==> src/rtl/ddr_sample_reader.sv <==
// Reads packed 3x10-bit ADC capture words from an MCB read port and streams them out as samples.
// Optional DDR_READER_SAMPLE_COUNT_EN adds a saturating accepted-sample counter (sample_count_o).
module ddr_sample_reader #(
   parameter int BURST_WORDS = 64,
   parameter int ADDR_W      = 30
) (
   input  logic              clk_100mhz_in,
   input  logic              reset_n_i,
   input  logic              start_i,
   input  logic [ADDR_W-1:0] start_addr_i,
   input  logic [31:0]       num_words_i,
   output logic              busy_o,
   output logic              done_o,
   output logic              error_o,
   output logic              cmd_en_o,
   output logic [2:0]        cmd_instr_o,
   output logic [5:0]        cmd_bl_o,
   output logic [ADDR_W-1:0] cmd_byte_addr_o,
   input  logic              cmd_full_i,
   output logic              rd_en_o,
   input  logic [31:0]       rd_data_i,
   input  logic              rd_empty_i,
   input  logic              rd_overflow_i,
   input  logic              rd_error_i,
   output logic [9:0]        sample_o,
   output logic              sample_or_o,
   output logic              sample_trig_o,
   output logic              sample_valid_o,
`ifdef DDR_READER_SAMPLE_COUNT_EN
   output logic [31:0]       sample_count_o,
`endif
   input  logic              sample_ready_i
);

   localparam int BL_W = $clog2(BURST_WORDS + 1);

   typedef enum logic [1:0] {IDLE, CMD, DATA, DONE} state_t;

   state_t            state_q, state_d;
   logic [ADDR_W-1:0] addr_q;
   logic [31:0]       words_left_q;
   logic [BL_W-1:0]   burst_left_q;
   logic [BL_W-1:0]   burst;
   logic              error_q;

   logic [31:0]       word_p1;
   logic              vld_p1;
   logic [1:0]        phase_p1;

   logic              start_acc;
   logic              cmd_fire;
   logic              accept;
   logic              last_accept;
   logic              pop;

   function automatic logic [9:0] unpack_sample(input logic [31:0] w, input logic [1:0] ph);
      case (ph)
         2'd0:    return w[9:0];
         2'd1:    return w[19:10];
         default: return w[29:20];
      endcase
   endfunction

   assign start_acc   = (state_q == IDLE) && start_i;
   assign cmd_fire    = (state_q == CMD) && !cmd_full_i;
   assign accept      = vld_p1 && sample_ready_i;
   assign last_accept = accept && (phase_p1 == 2'd2);
   // A new word may enter only when the buffer is empty or its last sample leaves this cycle.
   assign pop         = (state_q == DATA) && !rd_empty_i && (burst_left_q != '0) &&
                        (!vld_p1 || last_accept);

   always_comb begin
      burst = BL_W'(BURST_WORDS);
      if (words_left_q < 32'(BURST_WORDS))
         burst = BL_W'(words_left_q);
   end

   always_ff @(posedge clk_100mhz_in or negedge reset_n_i) begin
      if (!reset_n_i)
         state_q <= IDLE;
      else
         state_q <= state_d;
   end

   always_comb begin
      state_d = state_q;
      case (state_q)
         IDLE: if (start_i) state_d = (num_words_i == '0) ? DONE : CMD;
         CMD:  if (!cmd_full_i) state_d = DATA;
         DATA: if ((burst_left_q == '0) && last_accept)
                  state_d = (words_left_q != '0) ? CMD : DONE;
         DONE: state_d = IDLE;
         default: state_d = IDLE;
      endcase
   end

   always_comb begin
      busy_o          = (state_q != IDLE);
      done_o          = (state_q == DONE);
      cmd_en_o        = cmd_fire;
      cmd_instr_o     = 3'b001;
      cmd_bl_o        = '0;
      if (state_q == CMD)
         cmd_bl_o = 6'(burst - BL_W'(1));
      cmd_byte_addr_o = addr_q;
      rd_en_o         = pop;
      error_o         = error_q;
   end

   always_ff @(posedge clk_100mhz_in or negedge reset_n_i) begin
      if (!reset_n_i) begin
         addr_q       <= '0;
         words_left_q <= '0;
         burst_left_q <= '0;
         error_q      <= 1'b0;
      end else begin
         error_q <= (error_q && !start_acc) || rd_overflow_i || rd_error_i;
         if (start_acc) begin
            addr_q       <= start_addr_i & ~ADDR_W'(3);
            words_left_q <= num_words_i;
         end else if (cmd_fire) begin
            addr_q       <= addr_q + ADDR_W'({burst, 2'b00});
            words_left_q <= words_left_q - 32'(burst);
            burst_left_q <= burst;
         end else if (pop) begin
            burst_left_q <= burst_left_q - BL_W'(1);
         end
      end
   end

   // ---- stage p1: one-word unpack buffer ----
   always_ff @(posedge clk_100mhz_in or negedge reset_n_i) begin
      if (!reset_n_i) begin
         vld_p1   <= 1'b0;
         phase_p1 <= 2'd0;
      end else if (pop) begin
         vld_p1   <= 1'b1;
         phase_p1 <= 2'd0;
      end else if (accept) begin
         if (phase_p1 == 2'd2)
            vld_p1 <= 1'b0;
         else
            phase_p1 <= phase_p1 + 2'd1;
      end
   end

   always_ff @(posedge clk_100mhz_in) begin
      if (pop)
         word_p1 <= rd_data_i;
   end

   // Outputs are masked by valid so the unreset word register never shows through.
   always_comb begin
      sample_valid_o = vld_p1;
      sample_o       = '0;
      sample_or_o    = 1'b0;
      sample_trig_o  = 1'b0;
      if (vld_p1) begin
         sample_o      = unpack_sample(word_p1, phase_p1);
         sample_or_o   = word_p1[31];
         sample_trig_o = word_p1[30];
      end
   end

`ifdef DDR_READER_SAMPLE_COUNT_EN
   logic [31:0] count_q;

   function automatic logic [31:0] sat_inc(input logic [31:0] v);
      return (v == '1) ? v : v + 32'd1;
   endfunction

   always_ff @(posedge clk_100mhz_in or negedge reset_n_i) begin
      if (!reset_n_i)
         count_q <= '0;
      else if (start_acc)
         count_q <= '0;
      else if (accept)
         count_q <= sat_inc(count_q);
   end

   assign sample_count_o = count_q;
`endif

endmodule

==> config.mk <==
export PLATFORM = sky130hd
export DESIGN_NAME = ddr_sample_reader
export DESIGN_NICKNAME = d
export VERILOG_FILES = /design/src/rtl/ddr_sample_reader.sv
export SDC_FILE = /design/constraint.sdc
export NUM_CORES = 1
export LEC_CHECK = 0
export ABC_AREA = 1
export CORE_UTILIZATION = 46
export DETAILED_ROUTE_END_ITERATION = 8
export GPL_TIMING_DRIVEN = 0
export MAX_ROUTING_LAYER = met4
export PLACE_DENSITY = 0.81
export SYNTH_ARGS = -nofsm -noshare
export SYNTH_HDL_FRONTEND = slang
export SYNTH_SLANG_ARGS = --single-unit
==> constraint.sdc <==
create_clock -name clk_100mhz_in -period 5.9 [get_ports clk_100mhz_in]
set_input_delay 1.18 -clock clk_100mhz_in [delete_from_list [all_inputs] [get_ports clk_100mhz_in]]
set_output_delay 1.18 -clock clk_100mhz_in [all_outputs]
set_load 0.02 [all_outputs]
==> Flow_metrics.wiki, run 1 <==
{| class="wikitable"
! Metric !! Value
|-
| Sequential standard cell area || around 2800 um^2
|-
| CP Data Arrival Time || around 3300 ps
|-
| Die H || about 120 um
|-
| Chip width || between 100 and 150 um
|-
| Placeable core region || between 10000 and 15000 um^2
|-
| Final setup margin || roughly 1400 ps
|-
| Outcome || completed
|-
| Clock latency at the later pin of the worst-skew pair || about 370 ps
|-
| Sinks on the clock net || roughly 110
|-
| Req. time, crit path || approximately 4700 ps
|-
| Most common cell after layout, fill and taps aside || sky130_fd_sc_hd__nand2_1
|-
| Total number of vias || slightly below 7000
|-
| Clock transition time at the flip-flop clock pins of the worst setup and hold paths || around 80 ps
|-
| Number of vias per cell after detailed routing || about 5.5
|-
| Sequential cell area fraction in the yosys report || 41.2%
|-
| Maximum clock rate || about 220 MHz
|-
| Crit-path max cell delay || between 600 and 700 ps
|-
| Unrepaired setup endpoints after global routing || false
|-
| Worst hold margin || between 500 and 600 ps
|-
| Highest-count cells in the layout ignoring fill and taps || 240 x sky130_fd_sc_hd__nand2_1, 150 x sky130_fd_sc_hd__clkdlybuf4s50_1, 120 x sky130_fd_sc_hd__inv_1, 76 x sky130_fd_sc_hd__nor2_1, 73 x sky130_fd_sc_hd__dfrtp_1
|-
| Area of combinational cells with multiple inputs || about 3400 um^2
|-
| Count of state elements after synthesis || between 100 and 150
|-
| Effective utilization at floorplan || roughly half
|-
| Crit path capture type || output port
|-
| Max-slew headroom || roughly 48%
|-
| IO Count || around 160
|-
| Layout cell share with drive strength beyond 1 || under 10%
|-
| Post-place setup slack || roughly 1700 ps
|-
| Wire length of the first global-routing pass || 32.1 mm
|-
| Overflow left after global routing || 0
|-
| Post-synth EDFFs || 32
|-
| Fraction of synthesis flops using an asynchronous set or reset pin || between 60 and 70%
|-
| Weighted congestion at the end of routability-driven global placement || 0.972
|-
| Part of the cycle the worst path needs || 76.5%
|-
| Fill count || 1285
|-
| Clock tree from TritonCTS || yes
|-
| Critical path startpoint category || register
|-
| Number of pins with negative max-slew slack in the final report || 0
|-
| Post-route ant nets || 0
|-
| Most used DFF post-synth || sky130_fd_sc_hd__dfrtp_1
|-
| Post-cts resize count || 0
|-
| Count of buffers from port buffering || between 150 and 200
|-
| Crit path max fanout || 10
|-
| Buffers inserted during post-CTS setup optimization || 0
|-
| Number of setup violations in the final report || 0
|-
| Vias in the first global route || about 6300
|-
| Die area || about 15000 um^2
|-
| Classification of the worst-slack hold path || reg2reg
|-
| Final nets || between 1000 and 1500
|-
| Hold-fix buffers at CTS || 0
|-
| Site row count || 43
|-
| Most frequent cell on the critical path || sky130_fd_sc_hd__nor2_1
|-
| Actual slew at the worst max-slew pin || 784 ps
|-
| Distinct cell type count of the synthesized netlist || 46
|-
| Summed instance area of the synthesized netlist || about 6800 um^2
|-
| Number of DRC markers after the initial detailed-route iteration || approximately 630
|-
| DRC violations left || 0
|-
| Ratio of total power to cell area || 485 nW/um^2
|-
| Largest area contributor in the synthesized netlist || sky130_fd_sc_hd__dfrtp_1
|-
| Cell count after synthesis || a little over 900
|-
| Main area contributors after synthesis || sky130_fd_sc_hd__dfrtp_1 27%, sky130_fd_sc_hd__edfxtp_1 14%, sky130_fd_sc_hd__nand2_1 13%
|-
| Buffers from clock root to sink, at most || 2
|-
| Proportion of netlist area held by the largest area contributor || a little over a quarter
|-
| Power Total || 4.31 mW
|-
| Root Driver || sky130_fd_sc_hd__clkbuf_16
|-
| Pin count of the biggest net entering global routing || 40
|-
| Antenna cells || 0
|-
| Detailed Place HPWL || ~16 mm
|-
| Final Instance Area || roughly 8900 um^2
|-
| Total leakage power || between 3 and 4 nW
|-
| Clock skew || ~7.1 ps
|-
| Clock H-tree levels || 3
|-
| Instance area at placement || ~8600 um^2
|-
| Number of antenna violations at the first check in global routing || 0
|-
| Slowest library cell on the worst path || sky130_fd_sc_hd__clkdlybuf4s50_1
|-
| Drt total wl || 20.3 mm
|-
| Peak VDD IR || between 0.0002 and 0.0003 V
|-
| Maximum Capacitance Violations || 0
|-
| Number of buffers created by CTS || 9
|-
| Synthesis-to-layout area growth || 31.1%
|-
| GRT Resource Usage Total || between 20% and 30%
|-
| Critical setup path kind || reg2out
|-
| Crit-path cells || nor2_1, nand2_1, nor2_1, nand2_2, inv_2, nand2_4, buf_2, nor2_1, inv_1, ha_1, nand4_1, nand2_1, nor2_1, clkdlybuf4s50_1
|-
| Final critical delay including setup and external delays || approximately 4500 ps
|-
| Avg Inst Size Synth || between 7 and 8 um^2
|-
| Length of the first detailed-routing pass in iterations || 5
|-
| Total number of yosys warnings || 0
|-
| Final hold violations || 0
|-
| Mean routed wirelength per cell || between 15 and 20 um
|}
[per-layer routing]
metal  wire length (um)  GRT usage [%]
met1               8610           37.7
met2               9560           45.3
met3               1710           5.03
met4                384           9.41
met5                  0              -
[critical path, delay by kind of cell, from the launching register on]
family / cells / cell delay (ps)
DFF: 1 / 450
buffers and inverters: 4 / 1050
and+or+nand+nor: 9 / 1190
adders and majority gates: 1 / 270
[layout make-up]
class / count / area share [%]
multi-input combinational: 655 / 38.3
buffer: 33 / 1.76
clock inverter: 7 / 0.776
timing repair buffer: 154 / 17.5
sequential: 105 / 31.4
clock buffer: 9 / 2.54
inverter: 122 / 5.16
tap: 180 / 2.54
[cell usage after synthesis, drive strengths merged, types with 2 or more instances]
library cell  count
nand2           262
inv             122
nor2             88
dfrtp            73
nand3            69
o21ai            61
edfxtp           32
nor3             23
xor2             19
clkbuf           17
nand4            17
o211ai           17
a21oi            16
buf              16
nor4             16
a31oi            13
ha               13
o22ai             7
o221ai            5
xnor2             5
o21bai            3
a211oi            2
a22o              2
a32o              2
conb              2
o31ai             2
[registers in the layout (all words and copies together) (netlist names)]
signal and count:
cmd_byte_addr_o 28, burst_left_q 7, word_p1 32, error_o 1
sample_valid_o 1, words_left_q 32, state_q 2, phase_p1 2
[power breakdown]
part / internal, mW / leakage [nW] / switching (mW)
clock network: 0.300 / 0.145 / 0.309
logic: 0.908 / 2.55 / 1.47
registers: 1.02 / 1.18 / 0.295
[stage by stage]
| step | util, % | cells | setup TNS [ps] |
|---|---|---|---|
| floorplan | - | 915 | 0 |
| global placement | 60.5 | 1246 | -776 |
| detailed placement | 60.9 | 1249 | 0 |
| CTS | 62.9 | 1265 | 0 |
| global route | 62.9 | 1265 | 0 |
| finish | 62.9 | 1265 | 0 |
[path summary, 6_finish.rpt]
| check | cells past startpoint | slack [ps] | from | endpoint |
|---|---|---|---|---|
| max | 14 | 1390 | words_left_q[16] | cmd_bl_o[4] |
| min in group asynchronous | 1 | 770 | reset_n_i | cmd_byte_addr_o[19] |
| max in group asynchronous | 2 | 4540 | reset_n_i | words_left_q[13] |
| min reg2reg | 1 | 510 | error_o | error_o |
| max reg2reg | 21 | 2510 | words_left_q[16] | cmd_byte_addr_o[24] |
| min | 1 | 510 | error_o | error_o |
[logic make-up (layout without fill, tap and decap cells)]
kind of cell | Yosys count | after routing | share of synthesized area (%)
simple gates | 478 | 478 | 31.9
buf+inv | 155 | 325 | 9.08
compound gates | 133 | 133 | 11.9
flops | 105 | 105 | 41.2
xor+xnor | 24 | 24 | 3.11
fa+ha+maj | 14 | 14 | 2.70
other cells | 2 | 6 | 0.111
(Power assumes the default switching activity.)
==> run 2: changes to the inputs <==
CORE_UTILIZATION = 51   (was 46)
PLACE_DENSITY = 0.84   (was 0.81)
clock period = 4.3 ns   (was 5.9 ns; I/O delays follow)
==> run 2 against run 1 <==
Effect of this change:
- clock-buffer cell count rose by 1
- clock skew rose by 7.0 ps
- combinational power grew 38%
- global-route usage is 3.2 points higher
- largest cell class unchanged
- highest routed layer unchanged
==> Flow_metrics.wiki, run 2 (same netlist as run 1, synthesis figures left out) <==
{| class="wikitable"
! Metric !! Value
|-
| Site row count || a little over 40
|-
| Placeable core region || around 13000 um^2
|-
| R2R Setup Slk || approximately 900 ps
|-
| Share of total power in combinational logic || 55.4%
|-
| IO Count || between 150 and 200
|-
| Post-route ant nets || 0
|-
| Crit path max fanout || 10
|-
| Power dissipated by switching net loads || 2.87 mW
|-
| Root Driver || sky130_fd_sc_hd__clkbuf_16
|-
| Area of combinational cells with multiple inputs || approximately 3400 um^2
|-
| Count of buffers from port buffering || roughly 150
|-
| Buffers from clock root to sink, at most || 2
|-
| Kind of cell adding the most delay to the critical path || simple AND/OR/NAND/NOR gates
|-
| Req. time, crit path || 3440 ps
|-
| Sequential standard cell area || 2790 um^2
|-
| Critical setup path kind || reg2out
|-
| Detailed Place HPWL || between 15 and 20 mm
|-
| GRT Resource Usage Total || between 30% and 40%
|-
| Drt total wl || approximately 20 mm
|-
| Crit-path cells || nor2_2, nand2_2, nor3_4, nand2_4, buf_2, nor2_1, inv_1, ha_1, nand4_1, nand2_1, nor2_1, clkdlybuf4s50_1
|-
| Final sum of negative setup slack || 0 ps
|-
| Clock H-tree levels || 3
|-
| Most common cell after layout, fill and taps aside || sky130_fd_sc_hd__nand2_1
|-
| Clock transition time at the flip-flop clock pins of the worst setup and hold paths || 90 ps
|-
| Worst hold margin || around 330 ps
|-
| Final critical delay including setup and external delays || about 4000 ps
|-
| Fill count || a little over 1000
|-
| Crit-path max cell delay || ~630 ps
|-
| Placed Cells incl. Taps || ~1200
|-
| End of the worst register-to-register path || cmd_byte_addr_o[12]
|-
| Vias in the first global route || roughly 6300
|-
| Number of pins with negative max-slew slack in the final report || 0
|-
| Part of the cycle the worst path needs || approximately 96%
|-
| Clock latency at the later pin of the worst-skew pair || approximately 370 ps
|-
| Outcome || completed
|-
| Final hold violations || 0
|-
| Actual slew at the worst max-slew pin || 897 ps
|-
| CP Data Arrival Time || ~3300 ps
|-
| Most frequent cell on the critical path || sky130_fd_sc_hd__nor2_1
|-
| Clock skew || around 14 ps
|-
| Mean routed wirelength per cell || 16.3 um
|-
| Path depth of the worst reg2reg path || 19
|-
| Slowest library cell on the worst path || sky130_fd_sc_hd__clkdlybuf4s50_1
|-
| Wire length of the first global-routing pass || between 30 and 40 mm
|-
| Buffers plus inverters on the worst setup path || 3
|-
| Weighted congestion at the end of routability-driven global placement || approximately 1
|-
| DRC violations left || 0
|-
| Internal power contribution || ~3 mW
|-
| Maximum clock rate || between 200 and 250 MHz
|-
| Final nets || between 1000 and 1500
|-
| Number of antenna violations at the first check in global routing || 0
|-
| Layout cell share with drive strength beyond 1 || approximately 6.7%
|-
| Total leakage power || between 3 and 4 nW
|-
| Number of non-filler instances in the completed layout || between 1000 and 1500
|-
| Die H || around 120 um
|-
| Overflow left after global routing || 0
|-
| Total number of vias || around 7000
|-
| Sequential fraction of design power || 30.5%
|-
| Clock tree from TritonCTS || yes
|-
| Clock group share of total power || about 14%
|-
| Number of DRC markers after the initial detailed-route iteration || between 800 and 900
|-
| Crit path capture type || output port
|-
| Number of vias per cell after detailed routing || ~5.6
|-
| Number of buffers created by CTS || 9
|-
| Final Instance Area || just under 9000 um^2
|-
| Peak VDD IR || between 0.0003 and 0.0004 V
|-
| Ratio of total power to cell area || roughly 670 nW/um^2
|-
| Power Total || ~6 mW
|-
| Maximum Capacitance Violations || 0
|-
| Sinks on the clock net || ~110
|-
| Effective utilization at floorplan || roughly 53%
|-
| Instance area at placement || ~8600 um^2
|-
| Die area || 13700 um^2
|-
| Length of the first detailed-routing pass in iterations || 6
|-
| Pin count of the biggest net entering global routing || 62
|-
| Chip width || between 100 and 150 um
|-
| Classification of the worst-slack hold path || in2async
|-
| Max-slew headroom || 39.7%
|-
| Number of setup violations in the final report || 0
|-
| Critical register-to-register path startpoint || words_left_q[12]
|-
| Unrepaired setup endpoints after global routing || false
|-
| Critical path startpoint category || register
|-
| Highest-count cells in the layout ignoring fill and taps || 240 x sky130_fd_sc_hd__nand2_1, 150 x sky130_fd_sc_hd__clkdlybuf4s50_1, 120 x sky130_fd_sc_hd__inv_1, 75 x sky130_fd_sc_hd__nor2_1, 73 x sky130_fd_sc_hd__dfrtp_1
|-
| Antenna cells || 0
|-
| Synthesis-to-layout area growth || 31.0%
|-
| Switching share of power || about 48%
|}
[run 2: worst max path at each step]
| stage | from | end | slack, ps | cells after the start |
|---|---|---|---|---|
| after floorplan | sample_ready_i | burst_left_q[5] | 950 | 9 |
| after global placement | sample_ready_i | rd_en_o | -610 | 6 |
| after detailed placement | sample_ready_i | rd_en_o | 240 | 6 |
| after CTS | words_left_q[16] | cmd_bl_o[4] | 190 | 14 |
| after global routing | words_left_q[12] | cmd_bl_o[4] | 0.8 | 12 |
| final | words_left_q[12] | cmd_bl_o[4] | 190 | 12 |
[run 2: final cells by class]
| cell class | count | share of cell area, % |
|---|---|---|
| Multi-Input combinational cell | 655 | 38.3 |
| Sequential cell | 105 | 31.4 |
| Timing Repair Buffer | 154 | 17.6 |
| Inverter | 122 | 5.16 |
| Clock buffer | 10 | 2.58 |
| Tap cell | 172 | 2.43 |
| Buffer | 33 | 1.76 |
| Clock inverter | 6 | 0.691 |
[run 2: repair_timing]
| item | 4_1_cts | 5_1_grt |
|---|---|---|
| setup buffers | 0 | 0 |
| gates resized for setup | 0 | 1 |
| hold buffers | 0 | 0 |
| setup endpoints to repair | 0 | 1 |
[run 2: worst reg2reg max path, cell delays in order (launching register included)]
cell	delay, ps
sky130_fd_sc_hd__dfrtp_1	450
sky130_fd_sc_hd__nor2_2	240
sky130_fd_sc_hd__nand2_2	140
sky130_fd_sc_hd__nor3_4	210
sky130_fd_sc_hd__nand2_4	100
sky130_fd_sc_hd__buf_2	200
sky130_fd_sc_hd__nor2_1	190
sky130_fd_sc_hd__ha_1	220
sky130_fd_sc_hd__inv_1	60
sky130_fd_sc_hd__fa_1	410
sky130_fd_sc_hd__o21bai_1	220
sky130_fd_sc_hd__nand2_1	100
sky130_fd_sc_hd__nand2_2	120
sky130_fd_sc_hd__nand2_1	80
sky130_fd_sc_hd__nand2_2	160
sky130_fd_sc_hd__nand2_1	80
sky130_fd_sc_hd__nand2_1	70
sky130_fd_sc_hd__nand2_1	50
sky130_fd_sc_hd__nor2_1	80
sky130_fd_sc_hd__o22ai_1	80
[run 2: per-layer routing]
metal	up-vias	part of all wire, %	global-route usage, %
li1	3335	-	-
met1	3304	43	41.7
met2	334	46	49.4
met3	38	8.6	6.69
met4	0	2.1	11.1
met5	-	0	-
[run 2: power by group through the flow]
stage | Combinational [mW] | Clock, mW | Sequential, mW
6_report | 3.28 | 0.835 | 1.81
4_1_cts | 3.24 | 0.838 | 1.79
3_5_place_dp | 3.23 | 0 | 1.81
3_3_place_gp | 3.12 | 0 | 1.81
5_1_grt | 3.61 | 0.876 | 1.86
2_1_floorplan | 1.96 | 0 | 1.87
[run 2: metrics by stage]
stage	utilization (%)	setup WS, ps
CTS	69.4	186
detailed placement	67.1	235
global placement	66.7	-609
global route	69.4	0.759
finish	69.4	190
floorplan	-	950
==> run 3: changes to the inputs <==
--- a/constraint.sdc
+++ b/constraint.sdc
@@ -3,2 +3,2 @@
 set_output_delay 0.86 -clock clk_100mhz_in [all_outputs]
-set_load 0.02 [all_outputs]
+set_load 0.05 [all_outputs]
==> run 3 against run 2 <==
Effect of this change:
- non-clock buffer count stayed put
- die area is the same
- hold slack better by 2.5 ps
- total power up 8.9%
- global-route usage unchanged
- via count about the same
- clock-buffer cell count unchanged
- worst setup slack better by 33 ps
- utilization unchanged
==> Flow_metrics.wiki, run 3 (same netlist as run 1, synthesis figures left out) <==
{| class="wikitable"
! Metric !! Value
|-
| Most frequent cell on the critical path || sky130_fd_sc_hd__nor2_1
|-
| Kind of cell adding the most delay to the critical path || simple AND/OR/NAND/NOR gates
|-
| Placeable core region || ~13000 um^2
|-
| Maximum clock rate || roughly 250 MHz
|-
| Sequential fraction of design power || 28.0%
|-
| Wire length of the first global-routing pass || 31.9 mm
|-
| Total number of vias || 7017
|-
| Number of DRC markers after the initial detailed-route iteration || 817
|-
| Part of the cycle the worst path needs || a little over nine tenths
|-
| Req. time, crit path || ~3400 ps
|-
| Count of buffers from port buffering || ~150
|-
| Maximum Capacitance Violations || 0
|-
| Pin count of the biggest net entering global routing || 62
|-
| Classification of the worst-slack hold path || in2async
|-
| Critical setup path kind || reg2out
|-
| GRT Resource Usage Total || around a third
|-
| Critical path startpoint category || register
|-
| Slowest library cell on the worst path || sky130_fd_sc_hd__clkdlybuf4s50_1
|-
| Clock skew || ~11 ps
|-
| Clock H-tree levels || 3
|-
| Total leakage power || just under 4 nW
|-
| Final Instance Area || just under 9000 um^2
|-
| Met3 Wirelength || between 2 and 2.5 mm
|-
| Buffers inserted during post-CTS setup optimization || 0
|-
| Most common cell after layout, fill and taps aside || sky130_fd_sc_hd__nand2_1
|-
| DRC violations left || 0
|-
| Power dissipated by switching net loads || 3.41 mW
|-
| Share of total power in combinational logic || 59.1%
|-
| Post-route ant nets || 0
|-
| Crit-path cells || nor2_1, nand2_1, nor2_1, nand2_2, inv_2, nand2_4, buf_2, nor2_1, nor3_1, xnor2_1, nor2_1, clkdlybuf4s50_1
|-
| Hold-fix buffers at CTS || 0
|-
| Clock transition time at the flip-flop clock pins of the worst setup and hold paths || ~80 ps
|-
| Drt total wl || 20.5 mm
|-
| Number of antenna violations at the first check in global routing || 0
|-
| Site row count || 41
|-
| Internal power contribution || around 3 mW
|-
| Placed Cells incl. Taps || roughly 1200
|-
| Die H || 117 um
|-
| CP Data Arrival Time || about 3200 ps
|-
| Final critical delay including setup and external delays || between 4000 and 5000 ps
|-
| Final sum of negative setup slack || 0 ps
|-
| Post-route met1 wirelength || ~8.6 mm
|-
| Effective utilization at floorplan || 53.0%
|-
| Met2 wire length || 9.35 mm
|-
| Weighted congestion at the end of routability-driven global placement || approximately 1.0
|-
| Crit-path max cell delay || roughly 800 ps
|-
| Outcome || completed
|-
| Die area || 13700 um^2
|-
| Mean routed wirelength per cell || 16.3 um
|-
| Buffers plus inverters on the worst setup path || 3
|-
| Synthesis-to-layout area growth || 31.0%
|-
| Length of the first detailed-routing pass in iterations || 6
|-
| Path depth of the worst reg2reg path || 21
|-
| Unrepaired setup endpoints after global routing || false
|-
| Number of pins with negative max-slew slack in the final report || 0
|-
| Crit path max fanout || 10
|-
| Number of setup violations in the final report || 0
|-
| Number of non-filler instances in the completed layout || 1257
|-
| Clock tree from TritonCTS || yes
|-
| Highest-count cells in the layout ignoring fill and taps || 240 x sky130_fd_sc_hd__nand2_1, 146 x sky130_fd_sc_hd__clkdlybuf4s50_1, 120 x sky130_fd_sc_hd__inv_1, 76 x sky130_fd_sc_hd__nor2_1, 73 x sky130_fd_sc_hd__dfrtp_1
|-
| Cell count along the critical path || 12
|-
| Buffers from clock root to sink, at most || 2
|-
| IO Count || about 160
|-
| Actual slew at the worst max-slew pin || 886 ps
|-
| Switching share of power || 52.8%
|-
| Final hold violations || 0
|-
| Peak VDD IR || between 0.0004 and 0.0005 V
|-
| Antenna cells || 0
|-
| Sinks on the clock net || about 110
|-
| Root Driver || sky130_fd_sc_hd__clkbuf_16
|-
| Final nets || about 1200
|-
| Detailed Place HPWL || around 15 mm
|-
| Clock group share of total power || between 10% and 20%
|-
| Layout cell share with drive strength beyond 1 || 6.64%
|-
| Ratio of total power to cell area || around 730 nW/um^2
|-
| Number of buffers created by CTS || 9
|-
| Vias in the first global route || approximately 6300
|-
| Overflow left after global routing || 0
|-
| Number of vias per cell after detailed routing || 5.58
|-
| Clock latency at the later pin of the worst-skew pair || ~370 ps
|-
| Instance area at placement || ~8600 um^2
|-
| Chip width || around 120 um
|-
| Crit path capture type || output port
|-
| Max-slew headroom || around 40%
|-
| Top layer reached by signal wires || met4
|}
## run 3: cell count changes in the layout (fill, tap and decap cells not counted), sizes merged
cell | previous run | this run
dlymetal6s2s | 0 | 2
dlygate4sd2 | 0 | 2
clkdlybuf4s50 | 150 | 146
## run 3: worst paths after layout
kind                                    from                   to  slack (ps)
setup / recovery            words_left_q[16]          cmd_bl_o[5]         220
hold / removal                     reset_n_i      burst_left_q[0]         330
setup reg to reg            words_left_q[16]  cmd_byte_addr_o[12]         870
hold reg to reg                      error_o              error_o         490
max in group asynchronous          reset_n_i     words_left_q[31]        3380
min in group clk_100mhz_in           error_o              error_o         490
## run 3: power by group through the flow
stage,combinational [mW],sequential [mW],clock (mW)
2_1_floorplan,2.20,2.16,0
3_3_place_gp,3.66,1.81,0
3_5_place_dp,3.77,1.81,0
4_1_cts,3.78,1.79,0.838
5_1_grt,4.15,1.86,0.876
6_report,3.82,1.81,0.834
## run 3: per-layer routing
metal	vias to the layer above	GRT usage [%]
li1	3329	-
met1	3267	41.7
met2	377	49.4
met3	44	6.69
met4	0	11.1
met5	-	-
## run 3: per-stage QoR
stage	worst slack (ps)	util, %	power, mW	hold WS (ps)
after global placement	-809	66.7	5.47	476
after detailed placement	36.0	67.1	5.58	482
after floorplan	631	-	4.37	481
after global routing	43.5	69.4	6.88	337
final	222	69.4	6.46	332
after CTS	63.7	69.4	6.41	336
## run 3: area by class of cell
type | instances | area, um^2
Fill cell | 1036 | 3910
Buffer | 33 | 156
Multi-Input combinational cell | 655 | 3400
Clock inverter | 6 | 61.3
Clock buffer | 10 | 229
Sequential cell | 105 | 2790
Inverter | 122 | 458
Tap cell | 172 | 215
Timing Repair Buffer | 154 | 1570
## run 3: what timing repair did
action,in CTS,in global routing
setup endpoints to repair,2,2
pin swaps,0,1
gates resized for setup,2,2
## run 3: worst register-to-register path, delay by kind of cell (launching register included)
kind	cells	cell delay [ps]
AND/OR/NAND/NOR	14	1590
adder cells (fa/ha/maj)	2	630
flip-flops	1	430
buffers and inverters	3	350
AO/OA/AOI/OAI	2	300
